===== src/rtl/epp_host_pkg.sv =====
// Shared definitions for the EPP host controller.
//   op codes : request operation encoding on req_op
//   state_t  : controller state encoding
package epp_host_pkg;

  localparam logic [1:0] OP_DWR  = 2'b00;  // data write
  localparam logic [1:0] OP_DRD  = 2'b01;  // data read
  localparam logic [1:0] OP_AWR  = 2'b10;  // address write
  localparam logic [1:0] OP_BRST = 2'b11;  // bus reset (nInit pulse)

  typedef enum logic [2:0] {
    ST_IDLE,
    ST_SETUP,
    ST_STROBE,
    ST_RELEASE,
    ST_BUSRST
  } state_t;

  // True for ops that drive pport_data (address and data writes).
  function automatic logic op_drives_bus(input logic [1:0] op);
    return (op == OP_DWR) || (op == OP_AWR);
  endfunction

endpackage


===== src/rtl/epp_sync2.sv =====
// Two-flop synchronizer for a single asynchronous input.
//   clk   : sampling clock
//   reset : asynchronous active-high reset, both flops reset to 1
//   d     : asynchronous input
//   q     : synchronized output
module epp_sync2 (
  input  logic clk,
  input  logic reset,
  input  logic d,
  output logic q
);

  logic meta_q;
  logic sync_q;

  always_ff @(posedge clk or posedge reset) begin
    if (reset) begin
      meta_q <= 1'b1;
      sync_q <= 1'b1;
    end else begin
      meta_q <= d;
      sync_q <= meta_q;
    end
  end

  assign q = sync_q;

endmodule


===== src/rtl/epp_host.sv =====
// EPP host: turns single-byte requests into EPP address/data cycles with
// a strobe-setup phase, nWait handshake with timeout, and a bus reset op.
//   clk, reset               : clock, asynchronous active-high reset
//   req_valid/ready/op/data  : request handshake
//   resp_valid/data/timeout  : one-cycle completion pulse, read byte, abort flag
//   pd_out/pd_oe/pd_in       : parallel data pins (out, drive enable, in)
//   nWrite/nAddrStr/nDataStr/nInit : active-low host controls
//   nWait                    : asynchronous peripheral handshake
//
// state      | meaning
// -----------+-----------------------------------------------------------
// ST_IDLE    | ready for a request; all controls idle
// ST_SETUP   | nWrite/data stable for SETUP cycles before the strobe
// ST_STROBE  | strobe low, waiting for ws=0 (timed)
// ST_RELEASE | strobe high, waiting for ws=1 (timed)
// ST_BUSRST  | nInit low for RST_CYCLES cycles
module epp_host
  import epp_host_pkg::*;
#(
  parameter int SETUP      = 2,
  parameter int TIMEOUT    = 255,
  parameter int RST_CYCLES = 64
) (
  input  logic       clk,
  input  logic       reset,
  input  logic       req_valid,
  output logic       req_ready,
  input  logic [1:0] req_op,
  input  logic [7:0] req_data,
  output logic       resp_valid,
  output logic [7:0] resp_data,
  output logic       resp_timeout,
  output logic [7:0] pd_out,
  output logic       pd_oe,
  input  logic [7:0] pd_in,
  output logic       nWrite,
  output logic       nAddrStr,
  output logic       nDataStr,
  output logic       nInit,
  input  logic       nWait
);

  // Down-counter reload values; phase ends on the cycle the counter reads 0.
  localparam logic [7:0] SETUP_LD = 8'(SETUP - 1);
  localparam logic [7:0] TO_LD    = 8'(TIMEOUT - 1);
  localparam logic [7:0] RST_LD   = 8'(RST_CYCLES - 1);

  logic ws;

  epp_sync2 u_sync (
    .clk   (clk),
    .reset (reset),
    .d     (nWait),
    .q     (ws)
  );

  state_t     state_q, state_d;
  logic [7:0] cnt_q, cnt_d;
  logic [1:0] op_q, op_d;
  logic [7:0] data_q, data_d;
  logic [7:0] rdata_q, rdata_d;
  logic       resp_valid_q, resp_valid_d;
  logic       resp_timeout_q, resp_timeout_d;
  logic [7:0] resp_data_q, resp_data_d;
  logic       alive_q;
  logic       bus_active;

  always_ff @(posedge clk or posedge reset) begin
    if (reset) begin
      state_q        <= ST_IDLE;
      cnt_q          <= '0;
      op_q           <= OP_DWR;
      data_q         <= '0;
      rdata_q        <= '0;
      resp_valid_q   <= 1'b0;
      resp_timeout_q <= 1'b0;
      resp_data_q    <= '0;
      alive_q        <= 1'b0;
    end else begin
      state_q        <= state_d;
      cnt_q          <= cnt_d;
      op_q           <= op_d;
      data_q         <= data_d;
      rdata_q        <= rdata_d;
      resp_valid_q   <= resp_valid_d;
      resp_timeout_q <= resp_timeout_d;
      resp_data_q    <= resp_data_d;
      // Holds off req_ready until the first clock after reset release.
      alive_q        <= 1'b1;
    end
  end

  always_comb begin
    state_d        = state_q;
    cnt_d          = cnt_q;
    op_d           = op_q;
    data_d         = data_q;
    rdata_d        = rdata_q;
    resp_valid_d   = 1'b0;
    resp_timeout_d = 1'b0;
    resp_data_d    = resp_data_q;
    req_ready      = 1'b0;
    bus_active     = 1'b0;
    nAddrStr       = 1'b1;
    nDataStr       = 1'b1;
    nInit          = 1'b1;

    case (state_q)
      ST_IDLE: begin
        req_ready = alive_q;
        if (req_valid && alive_q) begin
          op_d   = req_op;
          data_d = req_data;
          if (req_op == OP_BRST) begin
            state_d = ST_BUSRST;
            cnt_d   = RST_LD;
          end else begin
            state_d = ST_SETUP;
            cnt_d   = SETUP_LD;
          end
        end
      end
      ST_SETUP: begin
        bus_active = 1'b1;
        if (cnt_q == 8'd0) begin
          state_d = ST_STROBE;
          cnt_d   = TO_LD;
        end else begin
          cnt_d = cnt_q - 8'd1;
        end
      end
      ST_STROBE: begin
        bus_active = 1'b1;
        if (op_q == OP_AWR) nAddrStr = 1'b0;
        else                nDataStr = 1'b0;
        // Level-sensitive: ws already low on entry acknowledges at once.
        if (!ws) begin
          rdata_d = pd_in;
          state_d = ST_RELEASE;
          cnt_d   = TO_LD;
        end else if (cnt_q == 8'd0) begin
          state_d        = ST_IDLE;
          resp_valid_d   = 1'b1;
          resp_timeout_d = 1'b1;
          resp_data_d    = 8'h00;
        end else begin
          cnt_d = cnt_q - 8'd1;
        end
      end
      ST_RELEASE: begin
        bus_active = 1'b1;
        if (ws) begin
          state_d      = ST_IDLE;
          resp_valid_d = 1'b1;
          resp_data_d  = (op_q == OP_DRD) ? rdata_q : 8'h00;
        end else if (cnt_q == 8'd0) begin
          state_d        = ST_IDLE;
          resp_valid_d   = 1'b1;
          resp_timeout_d = 1'b1;
          resp_data_d    = 8'h00;
        end else begin
          cnt_d = cnt_q - 8'd1;
        end
      end
      ST_BUSRST: begin
        nInit = 1'b0;
        if (cnt_q == 8'd0) begin
          state_d      = ST_IDLE;
          resp_valid_d = 1'b1;
          resp_data_d  = 8'h00;
        end else begin
          cnt_d = cnt_q - 8'd1;
        end
      end
      default: state_d = ST_IDLE;
    endcase

    // pd_oe and nWrite come from one term, so the bus is never driven
    // while nWrite is high.
    pd_oe  = bus_active && op_drives_bus(op_q);
    nWrite = !pd_oe;
  end

  assign pd_out       = data_q;
  assign resp_valid   = resp_valid_q;
  assign resp_timeout = resp_timeout_q;
  assign resp_data    = resp_data_q;

endmodule


===== config.mk =====
export PLATFORM = sky130hd
export DESIGN_NAME = epp_host
export DESIGN_NICKNAME = d
export VERILOG_FILES = /design/src/rtl/epp_host_pkg.sv /design/src/rtl/epp_sync2.sv /design/src/rtl/epp_host.sv
export SDC_FILE = /design/constraint.sdc
export NUM_CORES = 1
export LEC_CHECK = 0
export ABC_CLOCK_PERIOD_IN_PS = 2900
export CAP_MARGIN = 30
export CORE_ASPECT_RATIO = 0.6
export CORE_MARGIN = 2
export CORE_UTILIZATION = 52
export CTS_BUF_LIST = sky130_fd_sc_hd__clkbuf_8
export DETAILED_ROUTE_END_ITERATION = 10
export GPL_ROUTABILITY_DRIVEN = 0
export MAX_ROUTING_LAYER = met4
export PLACE_DENSITY_LB_ADDON = 0.2
export SLEW_MARGIN = 5
export SYNTH_ARGS = -nofsm -noshare
export SYNTH_HDL_FRONTEND = slang
export SYNTH_SLANG_ARGS = --single-unit

===== constraint.sdc =====
create_clock -name clk -period 2.9 [get_ports clk]
set_input_delay 0.435 -clock clk [delete_from_list [all_inputs] [get_ports clk]]
set_output_delay 0.435 -clock clk [all_outputs]
set_load 0.1 [all_outputs]

# Word level (Yosys, flattened, before mapping)
# Index checks and enable logic that the tools add are counted.
[classes]
n_bitwise = 1
add_sub_neg = 1
mux = 32
eq_ne = 11
reduce_logical = 15
[op_table]
columns = ["operator", "n"]
rows = [
  ["$mux 8", 9],
  ["$pmux 8 s5", 1],
  ["$pmux 8 s3", 1],
  ["$mux 3", 6],
  ["$pmux 3 s5", 1],
  ["$mux 1", 11],
  ["$logic_not 8->1", 1],
  ["$reduce_and 2->1", 4],
  ["$sub 8x1->8 const B", 1],
  ["$eq 3x2->1 const B", 2],
  ["$mux 6", 1],
  ["$ne 2x2->1 const B", 3],
  ["$reduce_bool 5->1", 1],
  ["$eq 2x2->1 const B", 2],
  ["$eq 3x1->1 const B", 1],
  ["$eq 3x3->1 const B", 1],
  ["$logic_not 3->1", 1],
  ["$pmux 1 s3", 1],
  ["$reduce_and 3->1", 1],
  ["$reduce_bool 3->1", 1],
  ["$reduce_or 3->1", 1],
  ["$eq 2x1->1 const B", 1],
  ["$logic_and 1x1->1", 2],
  ["$logic_not 2->1", 1],
  ["5 further kinds", 5],
]
[totals]
inputBits = 22
ff_bits = 42
elab_cells = 71

# Logic depth before layout (Yosys ltp)
# Gate-level depths: netlist of run 1.
[depth]
word_depth = 5
ltp_mapped = 12
ltp_nobuf = 11

# By module
# From an unflattened synthesis of run 1, not the netlist that was laid out.
[hier_totals]
cells_unflattened = 190
hier_area_um2 = 2104.5
[by_module_without_submodules]
columns = ["mod", "instances", "cells_each", "area_per_inst_um2"]
rows = [
  ["epp_host", 1, 187, 2048.2],
  ["epp_sync2", 1, 3, 56.3],
]

# Worst setup path before layout of run 1
# Ideal clock, no wire load.
[synth_timing]
path_type = "register to output"
from = "register op_q[0]"
to = "output port nDataStr"
path_buffers = 0
required_time_ps = 2465
stages_incl_launch_ff = 2
setup_slack_ps = -45
arrival_time_ps = 2510
cell_sequence = "dfrtp_1 o21ai_0"
[synth_via]
elab_chain_cells = 3
[synth_lines]
columns = ["element", "line_no", "rtl"]
rows = [
  ["start: declaration", "epp_host.sv:59", "logic [1:0] op_q, op_d;"],
  ["start signal: assignment", "epp_host.sv:82", "op_q <= op_d;"],
  ["$eq 2x2->1", "epp_host.sv:134", "if (op_q == OP_AWR) nAddrStr = 1'b0;"],
  ["$mux 1", "epp_host.sv:134", ""],
  ["$mux 1", "epp_host.sv:108", "case (state_q)"],
  ["end: declaration", "epp_host.sv:38", "output logic nDataStr,"],
]
# Every way passes these cells.

# Final worst setup path of run 1
[layout_timing]
from = "register cnt_q[0]"
to = "register cnt_q[0]"
[layout_via]
elab_chain_cells = 4
word_cells_on_any_way = 7
classes_between = "1 x add/sub; 5 x mux; 1 x reduce/logical"
[layout_lines]
columns = ["element", "line_no", "rtl"]
rows = [
  ["start: declaration", "epp_host.sv:58", "logic [7:0] cnt_q, cnt_d;"],
  ["start signal: assignment", "epp_host.sv:81", "cnt_q <= cnt_d;"],
  ["$sub 8x1->8 or $logic_not 8->1 (tied branches)", "--", ""],
  ["$mux 8", "epp_host.sv:141, epp_host.sv:156, epp_host.sv:167", ""],
  ["$mux 8, on equally long branches", "epp_host.sv:152, epp_host.sv:137", ""],
  ["$pmux 8 s5 (*)", "epp_host.sv:108", ""],
]
# Every way passes the cells marked *; elsewhere a longest branch is shown, timed or not. The select of a mux whose other input is x is not followed.
# A chain may end at the register's enable or synchronous reset.

==> impl_metrics.toml, run 1 <==
[route]
vias = 1566
wl_um = 4410
drt-met1-wl_um = 2180
ant_nets = 0
drc_errors = 0
drtIter0Drc = 65
viasPerCell = 5.76
wl_per_cell_um = 16.2
wl_met3_um = 272
highest_layer = "met4"
firstDrtPassIters = 4
met2_length_um = 1880

[layout]
layout_common_cells = "dfrtp_1, buf_4, clkdlybuf4s50_1"
fillerInstances = 260
fin_nets = 249
final_common_cell = "dfrtp_1"
syn_to_final_growth_pct = 27.1
diodes = 0
instances_no_fill = 272
drive_gt1_share_pct = 24.4
final_core_util_pct = 69.3

[setup_path]
max_stage_delay_ns = 0.40
critPathBufInv = 3
critical_path_class = "reg -> reg"
critPathRequiredTime_ns = 3.10
cp.arrival_ns = 2.72
path_max_fanout = 8
critical_path.cell_chain = "inv_1 -> ha_1 -> nor4b_2 -> and2_1 -> inv_2 -> ha_1 -> inv_1 -> maj3_1 -> o22ai_1 -> a21oi_1"
crit_path_end_kind = "flip-flop"
cp-start-kind = "flip-flop"
critPathSlowestCell = "dfrtp_1"
cp_top_family = "adder cells"

[yosys]
ys_seq_elements = 42
yosysWarnings = 0
syn-mean-instance-area_um2 = 11.4
synth.distinct_cells = 51
ys_seq_area_share_pct = 52.5
synthesis.area_um2 = 2010
synth_nets = 201
synthArstFlopShare_pct = 100
synth_edf_count = 0
syn_inst = 176
synth_flop_cell = "dfrtp_1"

[clock_network]
postCtsSetupRepairBufs = 0
cts_max_path_buffers = 2
cts_tree = "done"
holdBufCountCts = 0
clk_pin_slew_ns = 0.09
cts-root-buf = "clkbuf_8"
cts_made_buffers = 5
cts_sinks = 42
cts_resized = 0
insertion_delay_ns = 0.31
htreeDepth = 2

[floorplanning]
fp.coreArea_um2 = 3680
ioPinCount = 46
die-height_um = 52.1
start_util_pct = 54.5
num_rows = 17
die-area_um2 = 4390
die-width_um = 84.2

[min_path]
worst_hold_path_type = "reg -> reg"

[timing]
setup_viol = 0
fin_setup_tns_ns = 0
skew_ns = 0.0106
slew_headroom_pct = 55.8
fin_crit_sh_pct = 87.0
hold_viol = 0
min_period_ns = 2.52
slew_violations = 0
worst_pin_slew_ns = 0.658
max_freq_mhz = 396
grt_setup_unrepaired = "no"

[power_and_ir_drop]
vdd_drop_max_mv = 0.314
seq_power_share_pct = 57.2
switching_share_pct = 23.6
p_per_area_nw_per_um2 = 406
switchingPower_uw = 245
p_leak_nw = 1.19
p_int_uw = 790
power_frac_comb_pct = 4.5
pwr-share-clk_pct = 38.3

[place]
portBuffers = 45
dp.cells = 264
dp.final_hpwl_um = 3210

[global_route]
grt_pass1_vias = 1521
antenna_found_initial = 0
grt_max_degree = 43
grt_pass1_wl_um = 7370
grt_use_total_pct = 22.9
gr-total-overflow = 0

[run_status]
status = "finished clean"

[flow_run]
drv_cap = 0
worst paths after layout:
| check | start | endpoint | slack (ns) | depth (start not counted) |
|---|---|---|---|---|
| setup / recovery | cnt_q[0]$_DFFE_PP0P_ | cnt_q[0]$_DFFE_PP0P_ | 0.38 | 10 |
| hold / removal | u_sync.meta_q$_DFF_PP1_ | u_sync.q$_DFF_PP1_ | 0.36 | 0 |
| setup reg to reg | cnt_q[0]$_DFFE_PP0P_ | cnt_q[0]$_DFFE_PP0P_ | 0.38 | 10 |
| hold reg to reg | u_sync.meta_q$_DFF_PP1_ | u_sync.q$_DFF_PP1_ | 0.36 | 0 |
| max in group asynchronous | reset | u_sync.meta_q$_DFF_PP1_ | 1.92 | 3 |
| min in group asynchronous | reset | resp_valid$_DFF_PP0_ | 0.59 | 3 |
registers in the layout, indices dropped and copies added (netlist names), 2 cells and up:
| name | cells |
|---|---|
| pd_out | 8 |
| state_q | 3 |
| op_q | 2 |
| cnt_q | 8 |
| resp_data | 8 |
| rdata_q | 8 |
power groups by stage:
stage	Sequential, mW	Combinational [mW]	Clock (mW)
final	0.592	0.0468	0.396
after global routing	0.592	0.0521	0.422
after CTS	0.592	0.0478	0.408
after detailed placement	0.603	0.0475	0
after global placement	0.603	0.0458	0
after floorplan	0.600	0.0153	0
cell usage after synthesis (3+ instances only):
| cell | instances | area [µm²] |
|---|---|---|
| nand2_1 | 9 | 33.8 |
| ha_1 | 3 | 37.5 |
| nor3_1 | 7 | 35.0 |
| nor3b_1 | 3 | 22.5 |
| or4_1 | 3 | 22.5 |
| nor2_1 | 10 | 37.5 |
| mux2_1 | 12 | 135 |
| dfrtp_1 | 40 | 1000 |
| buf_2 | 4 | 20.0 |
| inv_1 | 9 | 33.8 |
| mux2_2 | 8 | 90.1 |
| a22o_1 | 8 | 70.1 |
| a21oi_1 | 12 | 60.1 |
layer usage:
metal / vias to the layer above / GRT usage, %
met3: 8 / 6.03
met5: - / -
li1: 737 / -
met4: 0 / 9.14
met2: 65 / 32.1
met1: 756 / 31.9
stage by stage:
step	power [mW]	hold slack [ns]	area, µm²	worst slack, ns
3_3_place_gp	0.649	0.350	2450	0.518
6_report	1.03	0.362	2550	0.378
3_5_place_dp	0.651	0.349	2450	0.399
2_1_floorplan	0.616	0.345	2010	0.0527
4_1_cts	1.05	0.364	2550	0.386
5_1_grt	1.07	0.365	2550	0.216
cell type report:
cell class,instances,area (µm²),area share [%]
Inverter,11,41.3,1.62
Tap cell,47,58.8,2.31
Timing Repair Buffer,48,425,16.7
Clock inverter,3,25.0,0.982
Multi-Input combinational cell,116,876,34.4
Sequential cell,42,1050,41.3
Clock buffer,5,68.8,2.70
worst reg2reg max path: stages (launching register included):
cell	delay (ns)
dfrtp_1	0.40
inv_1	0.13
ha_1	0.16
nor4b_2	0.31
and2_1	0.38
inv_2	0.13
ha_1	0.29
inv_1	0.05
maj3_1	0.34
o22ai_1	0.15
a21oi_1	0.06
cell families after synthesis:
logic type | synth area share [%]
buffers and inverters | 3.81
muxes | 11.2
DFF | 52.5
AOI/OAI and AO/OA | 15.7
and+or+nand+nor | 13.1
other | 0.187
adders and majority gates | 3.06
xor gates and xnor gates | 0.437
(Power assumes the default switching activity.)
==> run 2: changes to the inputs <==
- CELL_PAD_IN_SITES_DETAIL_PLACEMENT: unset -> 0
- CELL_PAD_IN_SITES_GLOBAL_PLACEMENT: unset -> 1
- CORE_UTILIZATION: 52 -> 40
- GPL_TIMING_DRIVEN: unset -> 1
- TNS_END_PERCENT: unset -> 50
==> run 2 against run 1 <==
- cell count up 5.9%
- hold slack worse by 0.0031 ns
- sequential cell count unchanged
- final area up 1.5%
- critical endpoint unchanged
- highest routed layer unchanged
==> impl_metrics.toml, run 2 (same netlist as run 1, synthesis figures left out) <==
[place]
portBuffers = 45
dp.final_hpwl_um = 3460
post_dp_cell_area_um2 = 2470

[layout]
fin_area_um2 = 2590
fin_nets = 249
final_core_util_pct = 55.0
drive_gt1_share_pct = 24.4
diodes = 0
syn_to_final_growth_pct = 29.0
final_common_cell = "dfrtp_1"
layout_common_cells = "dfrtp_1, buf_4, clkdlybuf4s50_1"

[timing]
fin_setup_tns_ns = 0
skew_ns = 0.00719
slew_violations = 0
setup_viol = 0
worst_pin_slew_ns = 0.679
max_freq_mhz = 396
hold_viol = 0
fin_crit_sh_pct = 87.2
slew_headroom_pct = 54.4
grt_setup_unrepaired = "no"
min_period_ns = 2.53

[route]
drt-met1-wl_um = 2400
firstDrtPassIters = 4
ant_nets = 0
highest_layer = "met4"
viasPerCell = 5.40
drc_errors = 0
wl_um = 4640
vias = 1554
wl_per_cell_um = 16.1
wl_met3_um = 191
drtIter0Drc = 73
met2_length_um = 2020

[setup_path]
reg2reg_depth = 10
path_max_fanout = 8
critical_path_class = "reg -> reg"
crit_end = "cnt_q[0]$_DFFE_PP0P_"
max_stage_delay_ns = 0.41
cp.arrival_ns = 2.71
critPathRequiredTime_ns = 3.09
critical_path.cell_chain = "inv_1 -> ha_1 -> nor4b_2 -> and2_1 -> inv_2 -> ha_1 -> inv_1 -> maj3_1 -> o22ai_1 -> a21oi_1"
rrSetupSlack_ns = 0.37
crit_path_end_kind = "flip-flop"
r2r_end = "cnt_q[0]$_DFFE_PP0P_"
rr_startpoint = "cnt_q[0]$_DFFE_PP0P_"
cp-start-kind = "flip-flop"
cp-startpoint = "cnt_q[0]$_DFFE_PP0P_"
critPathSlowestCell = "dfrtp_1"

[floorplanning]
die-width_um = 95.4
die-height_um = 58.9
ioPinCount = 46
fp.coreArea_um2 = 4710
start_util_pct = 42.6
die-area_um2 = 5620
num_rows = 19

[clock_network]
cts_resized = 0
postCtsSetupRepairBufs = 0
holdBufCountCts = 0
htreeDepth = 2
cts_made_buffers = 5
insertion_delay_ns = 0.30
clk_pin_slew_ns = 0.09
cts_max_path_buffers = 2
cts_tree = "done"
cts_sinks = 42
cts-root-buf = "clkbuf_8"

[power_and_ir_drop]
switchingPower_uw = 240
seq_power_share_pct = 53.1
p_per_area_nw_per_um2 = 431
switching_share_pct = 21.5
p_int_uw = 875
p_leak_nw = 1.21
power_frac_comb_pct = 4.2
pwr-share-clk_pct = 42.7
vdd_drop_max_mv = 0.187

[global_route]
antenna_found_initial = 0
grt_pass1_wl_um = 7800
grt_use_total_pct = 19.1
grt_pass1_vias = 1564
grt_max_degree = 43
gr-total-overflow = 0

[min_path]
hp-start = "u_sync.meta_q$_DFF_PP1_"
worst_hold_path_type = "reg -> reg"

[flow_run]
drv_cap = 0

[run_status]
status = "finished clean"
## run 2: cell types whose count changed in the layout (fill, tap and decap cells not counted), sizes merged
cell | previous run | this run
clkinvlp | 1 | 0
bufinv | 0 | 1
## run 2: worst min-delay path by stage
stage | slack [ns] | endpoint | cells past startpoint
after detailed placement | 0.35 | u_sync.q$_DFF_PP1_ | 0
after global routing | 0.36 | u_sync.q$_DFF_PP1_ | 0
final | 0.36 | u_sync.q$_DFF_PP1_ | 0
after global placement | 0.35 | u_sync.q$_DFF_PP1_ | 0
after floorplan | 0.35 | u_sync.q$_DFF_PP1_ | 0
after CTS | 0.36 | u_sync.q$_DFF_PP1_ | 0
## run 2: layout make-up
class	count	area [µm²]
Multi-Input combinational cell	116	876
Sequential cell	42	1050
Fill cell	417	2120
Timing Repair Buffer	48	425
Tap cell	63	78.8
Inverter	11	41.3
Clock buffer	5	68.8
Clock inverter	3	43.8
## run 2: per-layer routing
layer  vias to the layer above  track usage [%]
met5                         -                -
met4                         0             6.33
met3                         2             4.35
met2                        44             25.8
met1                       773             28.3
li1                        735                -
## run 2: through the flow
step / cells / worst slack, ns / hold slack (ns) / power (mW)
6_report: 288 / 0.372 / 0.359 / 1.11
5_1_grt: 288 / 0.107 / 0.364 / 1.15
4_1_cts: 288 / 0.381 / 0.360 / 1.12
3_5_place_dp: 280 / 0.406 / 0.347 / 0.651
3_3_place_gp: 280 / 0.483 / 0.347 / 0.649
2_1_floorplan: 176 / 0.0527 / 0.345 / 0.616
## run 2: critical path: cells and delay by family, from the launching register on
family | cells | cell delay [ns]
AO/OA/AOI/OAI | 2 | 0.21
buffers and inverters | 3 | 0.32
AND/OR/NAND/NOR | 2 | 0.69
adder cells (fa/ha/maj) | 3 | 0.78
flip-flops | 1 | 0.41
## run 2: power groups by stage
stage / Combinational [mW] / Sequential, mW / Clock (mW)
3_3_place_gp: 0.0464 / 0.603 / 0
6_report: 0.0469 / 0.592 / 0.476
2_1_floorplan: 0.0153 / 0.600 / 0
5_1_grt: 0.0520 / 0.592 / 0.509
4_1_cts: 0.0479 / 0.592 / 0.482
3_5_place_dp: 0.0476 / 0.603 / 0
